===== src/rtl/hist_peak_finder.sv =====
// rtl/hist_peak_finder.sv - per-frame histogram summary (peak, total, non-zero bins) with double-buffered result
module hist_peak_finder #(
    parameter int COUNT_W = 8,
    parameter int BIN_W   = 8,
    parameter int SUM_W   = 16
) (
    input  logic               clk,
    input  logic               rst_n,
    input  logic [COUNT_W-1:0] bin_count,
    input  logic               bin_valid,
    input  logic               bin_last,
    output logic               res_valid,
    input  logic               res_ready,
    output logic [BIN_W-1:0]   peak_bin,
    output logic [COUNT_W-1:0] peak_count,
    output logic [SUM_W-1:0]   total_count,
    output logic [BIN_W:0]     nz_bins,
    output logic [2:0]         flags
);

    localparam int EXT_W = ((SUM_W > COUNT_W) ? SUM_W : COUNT_W) + 1;
    localparam logic [BIN_W-1:0] IDX_LAST = '1;
    localparam logic [EXT_W-1:0] SUM_MAX  = {{(EXT_W-SUM_W){1'b0}}, {SUM_W{1'b1}}};

    typedef enum logic {S_IDLE, S_ACCUM} acc_state_t;

    acc_state_t         r_state;
    logic [BIN_W-1:0]   r_idx;
    logic [COUNT_W-1:0] r_max;
    logic [BIN_W-1:0]   r_peak;
    logic [SUM_W-1:0]   r_sum;
    logic               r_sat;
    logic [BIN_W:0]     r_nz;

    logic               r_res_valid;
    logic [BIN_W-1:0]   r_res_peak;
    logic [COUNT_W-1:0] r_res_max;
    logic [SUM_W-1:0]   r_res_sum;
    logic [BIN_W:0]     r_res_nz;
    logic [2:0]         r_res_flags;

    logic               w_first;
    logic [BIN_W-1:0]   w_beat_idx;
    logic               w_new_peak;
    logic [COUNT_W-1:0] w_max_nx;
    logic [BIN_W-1:0]   w_peak_nx;
    logic [SUM_W-1:0]   w_sum_base;
    logic [EXT_W-1:0]   w_sum_ext;
    logic               w_sum_ovf;
    logic [SUM_W-1:0]   w_sum_nx;
    logic               w_sat_nx;
    logic [BIN_W:0]     w_nz_nx;
    logic               w_len_err;
    logic               w_close;
    logic               w_xfer;

    // The first beat of a frame replaces the running state instead of merging into it.
    assign w_first    = (r_state == S_IDLE);
    assign w_beat_idx = w_first ? '0 : r_idx + 1'b1;
    assign w_new_peak = w_first | (bin_count > r_max);
    assign w_max_nx   = w_new_peak ? bin_count : r_max;
    assign w_peak_nx  = w_new_peak ? w_beat_idx : r_peak;

    assign w_sum_base = w_first ? '0 : r_sum;
    assign w_sum_ext  = EXT_W'(w_sum_base) + EXT_W'(bin_count);
    assign w_sum_ovf  = (w_sum_ext > SUM_MAX);
    assign w_sum_nx   = w_sum_ovf ? '1 : w_sum_ext[SUM_W-1:0];
    assign w_sat_nx   = (~w_first & r_sat) | w_sum_ovf;
    assign w_nz_nx    = (w_first ? '0 : r_nz) + (BIN_W+1)'(bin_count != '0);

    // A frame that fills every index without bin_last is closed by force and flagged.
    assign w_len_err  = (w_beat_idx == IDX_LAST) & ~bin_last;
    assign w_close    = bin_valid & (bin_last | (w_beat_idx == IDX_LAST));
    assign w_xfer     = r_res_valid & res_ready;

    always_ff @(posedge clk) begin
        if (!rst_n) begin
            r_state <= S_IDLE;
            r_idx   <= '0;
            r_max   <= '0;
            r_peak  <= '0;
            r_sum   <= '0;
            r_sat   <= 1'b0;
            r_nz    <= '0;
        end else if (bin_valid) begin
            r_idx   <= w_beat_idx;
            r_max   <= w_max_nx;
            r_peak  <= w_peak_nx;
            r_sum   <= w_sum_nx;
            r_sat   <= w_sat_nx;
            r_nz    <= w_nz_nx;
            r_state <= w_close ? S_IDLE : S_ACCUM;
        end
    end

    // Result stage: a closing frame always wins; overrun marks a record that was never taken.
    always_ff @(posedge clk) begin
        if (!rst_n) begin
            r_res_valid <= 1'b0;
            r_res_peak  <= '0;
            r_res_max   <= '0;
            r_res_sum   <= '0;
            r_res_nz    <= '0;
            r_res_flags <= '0;
        end else if (w_close) begin
            r_res_valid <= 1'b1;
            r_res_peak  <= w_peak_nx;
            r_res_max   <= w_max_nx;
            r_res_sum   <= w_sum_nx;
            r_res_nz    <= w_nz_nx;
            r_res_flags <= {r_res_valid & ~res_ready, w_len_err, w_sat_nx};
        end else if (w_xfer) begin
            r_res_valid <= 1'b0;
        end
    end

    assign res_valid   = r_res_valid;
    assign peak_bin    = r_res_peak;
    assign peak_count  = r_res_max;
    assign total_count = r_res_sum;
    assign nz_bins     = r_res_nz;
    assign flags       = r_res_flags;

endmodule


===== config.mk =====
export PLATFORM = sky130hd
export DESIGN_NAME = hist_peak_finder
export DESIGN_NICKNAME = d
export VERILOG_FILES = /design/src/rtl/hist_peak_finder.sv
export SDC_FILE = /design/constraint.sdc
export NUM_CORES = 1
export LEC_CHECK = 0
export CAP_MARGIN = 40
export CORE_UTILIZATION = 54
export CTS_CLUSTER_DIAMETER = 100
export DETAILED_ROUTE_END_ITERATION = 10
export PLACE_DENSITY = 0.84
export SLEW_MARGIN = 10
export SYNTH_ARGS = -nofsm -noshare
export SYNTH_HDL_FRONTEND = slang
export SYNTH_SLANG_ARGS = --single-unit

===== constraint.sdc =====
create_clock -name clk -period 8.1 [get_ports clk]
set_input_delay 2.43 -clock clk [delete_from_list [all_inputs] [get_ports clk]]
set_output_delay 2.43 -clock clk [all_outputs]
set_load 0.1 [all_outputs]

======== Word-level counts from Yosys, hierarchy flattened ========
Index checks and enable logic that the tools add are counted.
operators by class
  $lt $le $gt $ge ......................... 2
  shifts and indexed selects .............. 0
  multipliers ............................. 0
  div/mod/pow operators ................... 0
  mux-type cells .......................... 9
  eq/ne operators ......................... 1
  bitwise logic cells ..................... 11
  reduce and logical (&&, ||, !) cells .... 2
  $add $sub $neg .......................... 3
operators by type and width
  operator                                               count
  2-to-1 mux 16 bit                                      2
  2-to-1 mux 8 bit                                       3
  adder 16 x 8 -> 17 bit                                 1
  > comparator 17 x 16 -> 1 bit (second input constant)  1
  adder 9 x 1 -> 9 bit                                   1
  2-to-1 mux 9 bit                                       1
  adder 8 x 1 -> 8 bit (second input constant)           1
  equality test 8 bit (second input constant)            1
  > comparator 8 bit                                     1
  nonzero test 8 bit                                     1
  AND 1 bit                                              5
  2-to-1 mux 1 bit                                       3
  inverter 1 bit                                         3
  bitwise OR 1 bit                                       3
  nonzero test 2 bit                                     1
storage, ports and cells
  output and inout port bits .............. 45
  RAM bits ................................ 0
  flip-flop bits (word level) ............. 96
  latch bits .............................. 0
  memories kept ........................... 0
  memory bits (read-only) ................. 0

======== Longest topological paths before layout ========
Gate-level depths: netlist of the first run.
  depth in word-level cells ............... 6
  depth in mapped cells ................... 16

======== Worst setup path before layout of the first run ========
Ideal clock, no wire load.
  path kind ............................... input -> register
  start ................................... in bin_count[0]
  end ..................................... reg r_res_sum[15], in the netlist total_count[15]
  required time ........................... 8.009 ns
  library setup time ...................... 0.091 ns
  stages on the path ...................... 11
  setup slack ............................. 3.652 ns
  arrival time ............................ 4.357 ns
  buffers on the path ..................... 2
  cells stage by stage .................... ha_1 > inv_1 > fa_1 > nand2b_1 > a21oi_1 > a31o_2 > clkbuf_1 > and3_1 > buf_2 > nor4b_1 > a311oi_1
on the way
  longest elaborated chain between the ends .. 3
ends and longest elaborated chain
  what                           line  RTL
  start, declared                9     input logic [COUNT_W-1:0] bin_count,
  adder 16 x 8 -> 17 bit (*)     65    assign w_sum_ext = EXT_W'(w_sum_base) + EXT_W'(bin_count);
  > comparator 17 x 16 -> 1 bit  66    assign w_sum_ovf = (w_sum_ext > SUM_MAX);
  2-to-1 mux 16 bit (*)          67    assign w_sum_nx = w_sum_ovf ? '1 : w_sum_ext[SUM_W-1:0];
  end signal, assigned           109   r_res_sum <= w_sum_nx;
  end, declared                  38    logic [SUM_W-1:0] r_res_sum;
Mark *: on every way between the ends. The rest lies on a longest branch, timed or not.
A chain may end at the register's enable or synchronous reset.

======== Final worst setup path of the first run ========
  start ................................... in bin_valid
  end ..................................... reg r_res_peak[0], in the netlist peak_bin[0]
on the way
  longest elaborated chain between the ends .. 1
ends and longest elaborated chain
  what                  line  RTL
  start, declared       10    input logic bin_valid,
  AND 1 bit             73    assign w_close = bin_valid & (bin_last | (w_beat_idx == IDX_LAST));
  end signal, assigned  107   r_res_peak <= w_peak_nx;
  end, declared         36    logic [BIN_W-1:0] r_res_peak;
Every way passes these cells.

==> out/metrics.cfg, run 1 <==
[critical_path]
cp_max_fo=57
crit_chain=buf_2, buf_4, clkinv_1, nor2_1, nand4_1, o41ai_4, buf_4, nand2_1, o22a_1, nor2_1
critPathCaptureType=register
cp_num_buf_inv=4
start_kind=input port
critPathSlowestCell=clkinv_1
crit_family=buffers and inverters
cpPeakStageDelay_ps=670
worstPathArrival_ps=5540
critPathKind=in2reg
worstPathRequired_ps=8390

[global_routing]
grt_max_degree=58
antenna_found_initial=0
overflow=0
grt_use_total_pct=27.21
grt_pass1_wl_um=19540
grt_pass1_vias=4194
busiest_layer=met2
grtUsageMet1_pct=33.27
grt.met2_usage_pct=47.22
grtUsageMet3_pct=4.028

[synth]
synth.distinct_cells=53
syn_area_per_cell_um2=8.118
synth_cells=590
synth_area_um2=4790
synth_fp_nets=623
synth.yosys.warnings=0
ys_ff_latch=96
synth_top_area_share_pct=40.13
synth_ff_type=dfxtp_1
synth.most_common_cell=dfxtp_1
synthArstFlopShare_pct=0
synth_edf_count=0
yosysSeqAreaShare_pct=40.13
netlist_top_cells_count=dfxtp_1, nor2_1, nand2_1
ys_top_cells_by_area=dfxtp_1, nor2_1, mux2i_1, nand2_1, ha_1
yosysTopAreaCell=dfxtp_1

[clocking]
cts_buffer_depth=2
cts_htree_levels=3
post-cts-setup-buffers=0
clk_latency_ps=360
cts_resized=0
hold_buffers=0
numCtsBuffers=9
path_clk_slew_ps=90
cts.sink_count=96
clock-root-buffer=clkbuf_8
cts_tree=built

[pwr]
power_frac_comb_pct=21.6
power_leakage_uw=0.002538
clkPwrFrac_pct=32.5
power.internal_uw=758.5
seq_power_share_pct=45.8
p_sw_share_pct=30.54
power_switching_uw=333.5
power_density_nw_per_um2=174.2
ir_drop_mv=0.1118

[finish]
antenna_cells=0
finish.utilization_pct=74.77
syn2layout_area_growth_pct=30.85
drive_gt1_share_pct=10.95
nNetsFinal=704

[detailed_routing]
drtIter0Drc=278
wl_um=12060
wl_per_cell_um=15.44
first_pass_iters=5
ant_nets=0
via_per_inst=5.789
dr_total_vias=4521
drc=0

[timing]
drv_slew=0
period_needed_ps=5256
setup_viol=0
tightest_slew_ps=761.0
slew_headroom_pct=49.27
max_freq_mhz=190.3
clock_skew_ps=12.76
rsz0062_at_grt=false
hold_viol_final=0
fin_setup_tns_ps=0
fin_crit_sh_pct=64.89

[run_status]
status=finished clean

[floorplanning]
boundaryPins=58
num_rows=33
die-area_um2=9251
coreArea_um2=8382
die_y_um=96.18
die_x_um=96.18
initial_core_util_pct=57.14

[placement]
gp_congestion=0.9784
portBuffers=57
place_hpwl_um=8510

[min_path]
hold_path_class=reg2reg

[run]
maxCapViolations=0

metrics by stage:
step | power (uW) | cells | hold WS (ps) | setup slack [ps] | cell area (um^2)
final | 1092 | 781 | 483.7 | 2844 | 6267
after global routing | 1137 | 781 | 493.7 | 2612 | 6267
after CTS | 1096 | 781 | 482.1 | 2905 | 6267
after detailed placement | 746.4 | 765 | 470.3 | 2547 | 6040
after global placement | 707.3 | 719 | 462.4 | 2376 | 5356
after floorplan | 663.9 | 590 | 448.8 | 3652 | 4790
routing by layer:
layer | vias to the layer above | wire, um
met5 | - | 0
met4 | 0 | 269
met3 | 18 | 661
met2 | 139 | 6009
met1 | 2144 | 5118
li1 | 2220 | -
cells in the final DEF, fill, tap and decap left out, types with 11 or more instances in the layout:
master / Yosys / final
dfxtp_1: 96 / 96
nor2_1: 90 / 90
nand2_1: 68 / 68
clkdlybuf4s50_1: 0 / 56
buf_8: 0 / 45
a21oi_1: 42 / 42
mux2i_1: 31 / 31
o21ai_0: 25 / 25
nand3_1: 20 / 20
a211oi_1: 20 / 20
ha_1: 19 / 19
inv_1: 18 / 17
a31oi_1: 14 / 14
and2_1: 11 / 11
kinds of logic (layout without fill, tap and decap cells):
family / count (synthesis) / after routing / share of synthesized area (%)
simple gates: 231 / 231 / 21.53
compound gates: 138 / 138 / 18.31
flops: 96 / 96 / 40.13
buf+inv: 58 / 144 / 5.146
mux: 33 / 33 / 6.949
fa+ha+maj: 20 / 20 / 5.381
xor+xnor: 14 / 14 / 2.560
worst min-delay path: stages (launching register included):
cell and delay, ps:
dfxtp_1 320, nand2_1 50, a311oi_1 70
worst paths after layout:
path	start	to	slack, ps	cells after the start
min	r_sat$_SDFFE_PN0P_	flags[0]$_SDFFE_PN0P_	480	2
max reg2reg	r_max[2]$_SDFFE_PN0P_	r_peak[5]$_SDFFE_PN0P_	5090	10
min reg2reg	r_sat$_SDFFE_PN0P_	flags[0]$_SDFFE_PN0P_	480	2
max	bin_valid	peak_bin[0]$_SDFFE_PN0P_	2840	10
sequential cells by signal (all words and copies together) (netlist names):
| signal | flops |
|---|---|
| peak_bin | 8 |
| peak_count | 8 |
| res_valid | 1 |
| r_max | 8 |
| nz_bins | 9 |
| r_idx | 8 |
| flags | 3 |
| r_sum | 16 |
| r_nz | 9 |
| r_peak | 8 |
| total_count | 16 |
| r_state | 1 |
| r_sat | 1 |
cell type report:
| class | instances | area (um^2) |
|---|---|---|
| clock buffer | 11 | 141.4 |
| clock inverter | 5 | 86.33 |
| fill | 601 | 2115 |
| inverter | 19 | 71.32 |
| multi-input combinational | 436 | 2621 |
| sequential | 96 | 1922 |
| tap | 105 | 131.4 |
| timing repair buffer | 109 | 1294 |
power groups by stage:
stage               clock, uW  sequential [uW]  combinational [uW]
finish                    355              501                 236
detailed placement          0              511                 235
global placement            0              510                 197
floorplan                   0              581                82.7
global route              383              503                 251
CTS                       360              500                 236
Power figures use the tool's default switching activity.
==> run 2: changes to the inputs <==
- CORE_UTILIZATION: 54 -> 50
- PLACE_DENSITY: 0.84 -> 0.82
- clock period: 8.1 -> 4.6 ns (I/O delays scaled with it)
==> run 2 against run 1 <==
Register-to-register slack worse by 3900 ps. Worst hold slack worse by 5.9 ps. Sequential share of layout area is 0.22 points lower. Power is 68% higher. First-iteration DRC count stayed put. Critical endpoint is now r_sum[0]$_SDFFE_PN0P_. Largest power group unchanged.
==> out/metrics.cfg, run 2 (same netlist as run 1, synthesis figures left out) <==
[detailed_routing]
first_pass_iters=5  ; unchanged
wl_um=11870  ; was 12060 um
dr_total_vias=4501  ; was 4521
drc=0  ; unchanged
ant_nets=0  ; unchanged
wl_per_cell_um=14.67  ; was 15.44 um
via_per_inst=5.564  ; was 5.789
drtIter0Drc=278  ; unchanged

[pwr]
seq_power_share_pct=48.3  ; was 45.8%
p_sw_share_pct=33.32  ; was 30.54%
clkPwrFrac_pct=29.0  ; was 32.5%
ir_drop_mv=0.1744  ; was 0.1118 mV
power.internal_uw=1220  ; was 758.5 uW
power_switching_uw=609.5  ; was 333.5 uW
power_density_nw_per_um2=289.7  ; was 174.2 nW/um^2
power_leakage_uw=0.002540  ; was 0.002538 uW
power_frac_comb_pct=22.7  ; was 21.6%

[min_path]
hold_end=r_max[7]$_SDFFE_PN0P_  ; was flags[0]$_SDFFE_PN0P_
hold_depth=2  ; unchanged
worstHoldStart=r_max[7]$_SDFFE_PN0P_  ; was r_sat$_SDFFE_PN0P_
hold_path_class=reg2reg  ; unchanged

[timing]
fin_crit_sh_pct=83.41
hold_viol_final=0  ; unchanged
setup_viol=0  ; unchanged
whs_ps=477.8  ; was 483.7 ps
rsz0062_at_grt=false  ; unchanged
tightest_slew_ps=816.3  ; was 761.0 ps
fin_setup_tns_ps=0  ; unchanged
drv_slew=0  ; unchanged
max_freq_mhz=260.6
period_needed_ps=3837
slew_headroom_pct=45.50  ; was 49.27%
clock_skew_ps=16.25  ; was 12.76 ps

[critical_path]
critPathKind=in2reg  ; unchanged
crit_family=simple AND/OR/NAND/NOR gates  ; was buffers and inverters
reg2reg_from=r_state$_SDFFE_PN0P_  ; was r_max[2]$_SDFFE_PN0P_
worstPathArrival_ps=4130  ; was 5540 ps
r2r_cells=9  ; was 10
cp_num_buf_inv=2  ; was 4
cp_max_fo=10  ; was 57
critPathCaptureType=register  ; unchanged
crit_chain=clkdlybuf4s50_1, ha_1, inv_1, fa_1, nand2b_1, a21oi_1, a31o_2, and3_1, nor2_1, a211oi_1  ; was buf_2, buf_4, clkinv_1, nor2_1, nand4_1, o41ai_4, buf_4, nand2_1, o22a_1, nor2_1
cpPeakStageDelay_ps=580  ; was 670 ps
start_kind=input port  ; unchanged
r2r_slack_ps=1160  ; was 5090 ps
r2r-end=r_sum[0]$_SDFFE_PN0P_  ; was r_peak[5]$_SDFFE_PN0P_
critPathSlowestCell=clkdlybuf4s50_1  ; was clkinv_1
worstPathRequired_ps=4890  ; was 8390 ps

[clocking]
hold_buffers=0  ; unchanged
clock-root-buffer=clkbuf_8  ; unchanged
cts_tree=built  ; unchanged
cts_buffer_depth=2  ; unchanged
cts.sink_count=96  ; unchanged
clk_latency_ps=380  ; was 360 ps
path_clk_slew_ps=100  ; was 90 ps
cts_resized=0  ; unchanged
numCtsBuffers=9  ; unchanged
post-cts-setup-buffers=0  ; unchanged
cts_htree_levels=3  ; unchanged

[global_routing]
overflow=0  ; unchanged
antenna_found_initial=0  ; unchanged
grt_pass1_wl_um=20150  ; was 19540 um
grt_max_degree=62  ; was 58
grt_pass1_vias=4347  ; was 4194
grt_use_total_pct=25.17  ; was 27.21%

[finish]
drive_gt1_share_pct=11.62  ; was 10.95%
final_common_cell=dfxtp_1  ; unchanged
syn2layout_area_growth_pct=31.82  ; was 30.85%
nNetsFinal=708  ; was 704
layout_common_cells=dfxtp_1, nor2_1, nand2_1  ; unchanged
fillers=734  ; was 601
antenna_cells=0  ; unchanged

[floorplanning]
die_y_um=99.88  ; was 96.18 um
boundaryPins=58  ; unchanged
die_x_um=99.88  ; was 96.18 um
initial_core_util_pct=51.83  ; was 57.14%
coreArea_um2=9240  ; was 8382 um^2
num_rows=35  ; was 33
die-area_um2=9975  ; was 9251 um^2

[placement]
place_hpwl_um=8364  ; was 8510 um
gp_congestion=0.8524  ; was 0.9784
portBuffers=57  ; unchanged

[run]
maxCapViolations=0  ; unchanged

[run_status]
status=finished clean  ; unchanged

-- run 2: layer usage --
metal  wire [um]  up-vias  share of wire [%]  GRT usage, %
li1            -     2234                  -             -
met2        5801      145                 49         43.82
met5           0        -                  0             0
met4         231        0                1.9         10.75
met3         613       21                5.2         4.178
met1        5221     2101                 44         30.69
-- run 2: worst max-delay path by stage --
| stage | startpoint | end | slack, ps | cells after the start |
|---|---|---|---|---|
| detailed placement | bin_count[0] | r_sum[4]$_SDFFE_PN0P_ | 400 | 10 |
| global placement | bin_count[0] | r_sum[6]$_SDFFE_PN0P_ | 520 | 10 |
| finish | bin_count[0] | r_sum[0]$_SDFFE_PN0P_ | 760 | 10 |
| CTS | bin_count[0] | r_sum[5]$_SDFFE_PN0P_ | 800 | 10 |
| floorplan | r_state$_SDFFE_PN0P_ | total_count[15]$_SDFFE_PN0P_ | 1120 | 16 |
| global route | bin_count[0] | total_count[3]$_SDFFE_PN0P_ | 520 | 10 |
-- run 2: layout make-up --
class                      instances  area [um^2]  share of cell area, %
sequential                        96         1922                  30.44
clock buffer                       9        123.9                  1.962
clock inverter                     7        61.31                 0.9711
timing repair buffer             113         1353                  21.42
tap                              129        161.4                  2.556
inverter                          19        71.32                  1.130
multi-input combinational        436         2621                  41.52
-- run 2: metrics by stage --
stage	power (uW)	setup slack, ps	utilization (%)	instance area [um^2]	std cells
after floorplan	1169	1121	-	4790	590
after global placement	1251	520.4	58.75	5429	747
after detailed placement	1318	398.9	66.32	6128	793
after CTS	1839	802.3	68.33	6314	809
after global routing	1908	524.8	68.33	6314	809
final	1829	763.2	68.33	6314	809
-- run 2: power groups by stage --
stage	combinational, uW	sequential (uW)	clock (uW)
CTS	416	884	539
finish	415	884	530
floorplan	146	1020	0
detailed placement	415	903	0
global route	442	888	578
global placement	350	902	0
-- run 2: worst min-delay path: stages, from the launching register on --
cell and delay (ps):
dfxtp_1 330, nand2_1 60, a21oi_1 50
==> run 3: changes to the inputs <==
- clock period: 4.6 -> 3.5 ns (I/O delays scaled with it)
==> run 3 against run 2 <==
Critical path depth rose by 1. Clock skew rose by 1.5 ps. Power rose by 32%. Critical endpoint is now r_sum[14]$_SDFFE_PN0P_. First-iteration DRC count fell by 19%.
==> out/metrics.cfg, run 3 (same netlist as run 1, synthesis figures left out) <==
[critical_path]
r2r_slack_ps=670  ; was 1160 ps
start_kind=input port  ; unchanged
crit_chain=clkdlybuf4s50_1, ha_1, inv_1, fa_1, nand2b_1, a21oi_1, a31o_2, buf_4, nand2_1, o31ai_1, a211oi_1  ; was clkdlybuf4s50_1, ha_1, inv_1, fa_1, nand2b_1, a21oi_1, a31o_2, and3_1, nor2_1, a211oi_1
critPathCaptureType=register  ; unchanged
cp_num_buf_inv=3  ; was 2
cpPeakStageDelay_ps=490  ; was 580 ps
crit_family=compound AO/OA/AOI/OAI gates  ; was simple AND/OR/NAND/NOR gates
worstPathArrival_ps=3430  ; was 4130 ps
critPathSlowestCell=clkdlybuf4s50_1  ; unchanged
cp_max_fo=9  ; was 10
worstPathRequired_ps=3720  ; was 4890 ps
critPathKind=in2reg  ; unchanged

[finish]
antenna_cells=0  ; unchanged
layout_common_cells=dfxtp_1, nor2_1, buf_4  ; was dfxtp_1, nor2_1, nand2_1
fillers=803  ; was 734
finalNonFillerCells=784  ; was 809
fin_area_um2=5698  ; was 6314 um^2
finish.utilization_pct=61.67  ; was 68.33%
syn2layout_area_growth_pct=18.97  ; was 31.82%
final_common_cell=dfxtp_1  ; unchanged
nNetsFinal=683  ; was 708
drive_gt1_share_pct=15.11  ; was 11.62%

[clocking]
hold_buffers=0  ; unchanged
clk_latency_ps=370  ; was 380 ps
cts_buffer_depth=2  ; unchanged
clock-root-buffer=clkbuf_8  ; unchanged
cts_tree=built  ; unchanged
post-cts-setup-buffers=0  ; unchanged
cts_htree_levels=3  ; unchanged
cts_resized=0  ; unchanged
path_clk_slew_ps=100  ; about the same
numCtsBuffers=9  ; unchanged
cts.sink_count=96  ; unchanged

[run]
maxCapViolations=0  ; unchanged

[placement]
placed_cell_area_um2=5487  ; was 6128 um^2
place_hpwl_um=7934  ; was 8364 um
gp_congestion=0.8981  ; was 0.8524
place_inst=768  ; was 793
portBuffers=57  ; unchanged
place_ws_ps=-86.01  ; was 398.9 ps

[timing]
drv_slew=0  ; unchanged
hold_viol_final=0  ; unchanged
setup_viol=0  ; unchanged
slew_headroom_pct=55.50  ; was 45.50%
period_needed_ps=3205
tightest_slew_ps=667.6  ; was 816.3 ps
max_freq_mhz=312.0
setup_slack_ps=295.2  ; was 763.2 ps
clock_skew_ps=17.78  ; was 16.25 ps
fin_crit_sh_pct=91.57
fin_setup_tns_ps=0  ; unchanged
rsz0062_at_grt=false  ; unchanged

[detailed_routing]
drc=0  ; unchanged
dr_total_vias=4365  ; was 4501
via_per_inst=5.568  ; was 5.564
wl_per_cell_um=14.54  ; was 14.67 um
drtIter0Drc=226  ; was 278
wl_um=11400  ; was 11870 um
ant_nets=0  ; unchanged
first_pass_iters=5  ; unchanged

[floorplanning]
boundaryPins=58  ; unchanged
initial_core_util_pct=51.83  ; unchanged
die_y_um=99.88  ; unchanged
coreArea_um2=9240  ; unchanged
die_x_um=99.88  ; unchanged
die-area_um2=9975  ; unchanged
num_rows=35  ; unchanged

[global_routing]
grt_max_degree=71  ; was 62
overflow=0  ; unchanged
grt_pass1_vias=4157  ; was 4347
grt_pass1_wl_um=19210  ; was 20150 um
grt_use_total_pct=23.78  ; was 25.17%
antenna_found_initial=0  ; unchanged

[pwr]
ir_drop_mv=0.2390  ; was 0.1744 mV
power_density_nw_per_um2=423.8  ; was 289.7 nW/um^2
power_leakage_uw=0.002407  ; was 0.002540 uW

[run_status]
status=finished clean  ; unchanged

[min_path]
hold_path_class=reg2reg  ; unchanged

==> run 3: cell count changes in the layout (fill, tap and decap cells not counted), sizes merged <==
cell	delta
clkbuf	+1
clkinv	-1
clkdlybuf4s50	-45
buf	+20
inv	-1
bufinv	+1
==> run 3: area by class of cell <==
cell class                      count  area, um^2  share of cell area [%]
Clock buffer                       10       137.6                   2.415
Clock inverter                      6       73.82                   1.296
Inverter                           19       71.32                   1.252
Multi-Input combinational cell    436        2621                   46.00
Sequential cell                    96        1922                   33.73
Tap cell                          129       161.4                   2.833
Timing Repair Buffer               88       710.7                   12.47
==> run 3: per-stage QoR <==
step                total power [uW]  hold slack [ps]
floorplan                       1537            448.8
global placement                1651            457.4
detailed placement              1661            471.0
CTS                             2429            479.8
global route                    2515            507.9
finish                          2415            475.2
==> run 3: per-layer routing <==
metal	vias up	global-route usage (%)	wire length, um
met4	0	8.710	218
met3	21	5.084	664
met1	2041	31.09	5135
met2	125	38.67	5384
li1	2178	-	-
met5	-	0	0
==> run 3: power by group <==
part	internal [uW]	switching (uW)
combinational	141	339
sequential	1130	25.9
clock	360	416
total	1630	781
==> run 3: final timing paths <==
check	endpoint	from	cells past startpoint
setup reg to reg	total_count[15]$_SDFFE_PN0P_	r_idx[0]$_SDFFE_PN0P_	7
hold reg to reg	peak_bin[5]$_SDFFE_PN0P_	r_peak[5]$_SDFFE_PN0P_	2
setup / recovery	r_sum[14]$_SDFFE_PN0P_	bin_count[0]	11
hold / removal	peak_bin[5]$_SDFFE_PN0P_	r_peak[5]$_SDFFE_PN0P_	2
==> run 3: worst register-to-register path: stages (launching register included) <==
cell      delay (ps)
dfxtp_1          480
ha_1             310
xor2_1           290
nand4_1          230
o41ai_4          660
buf_12           350
nor4b_1          290
a311oi_1          90
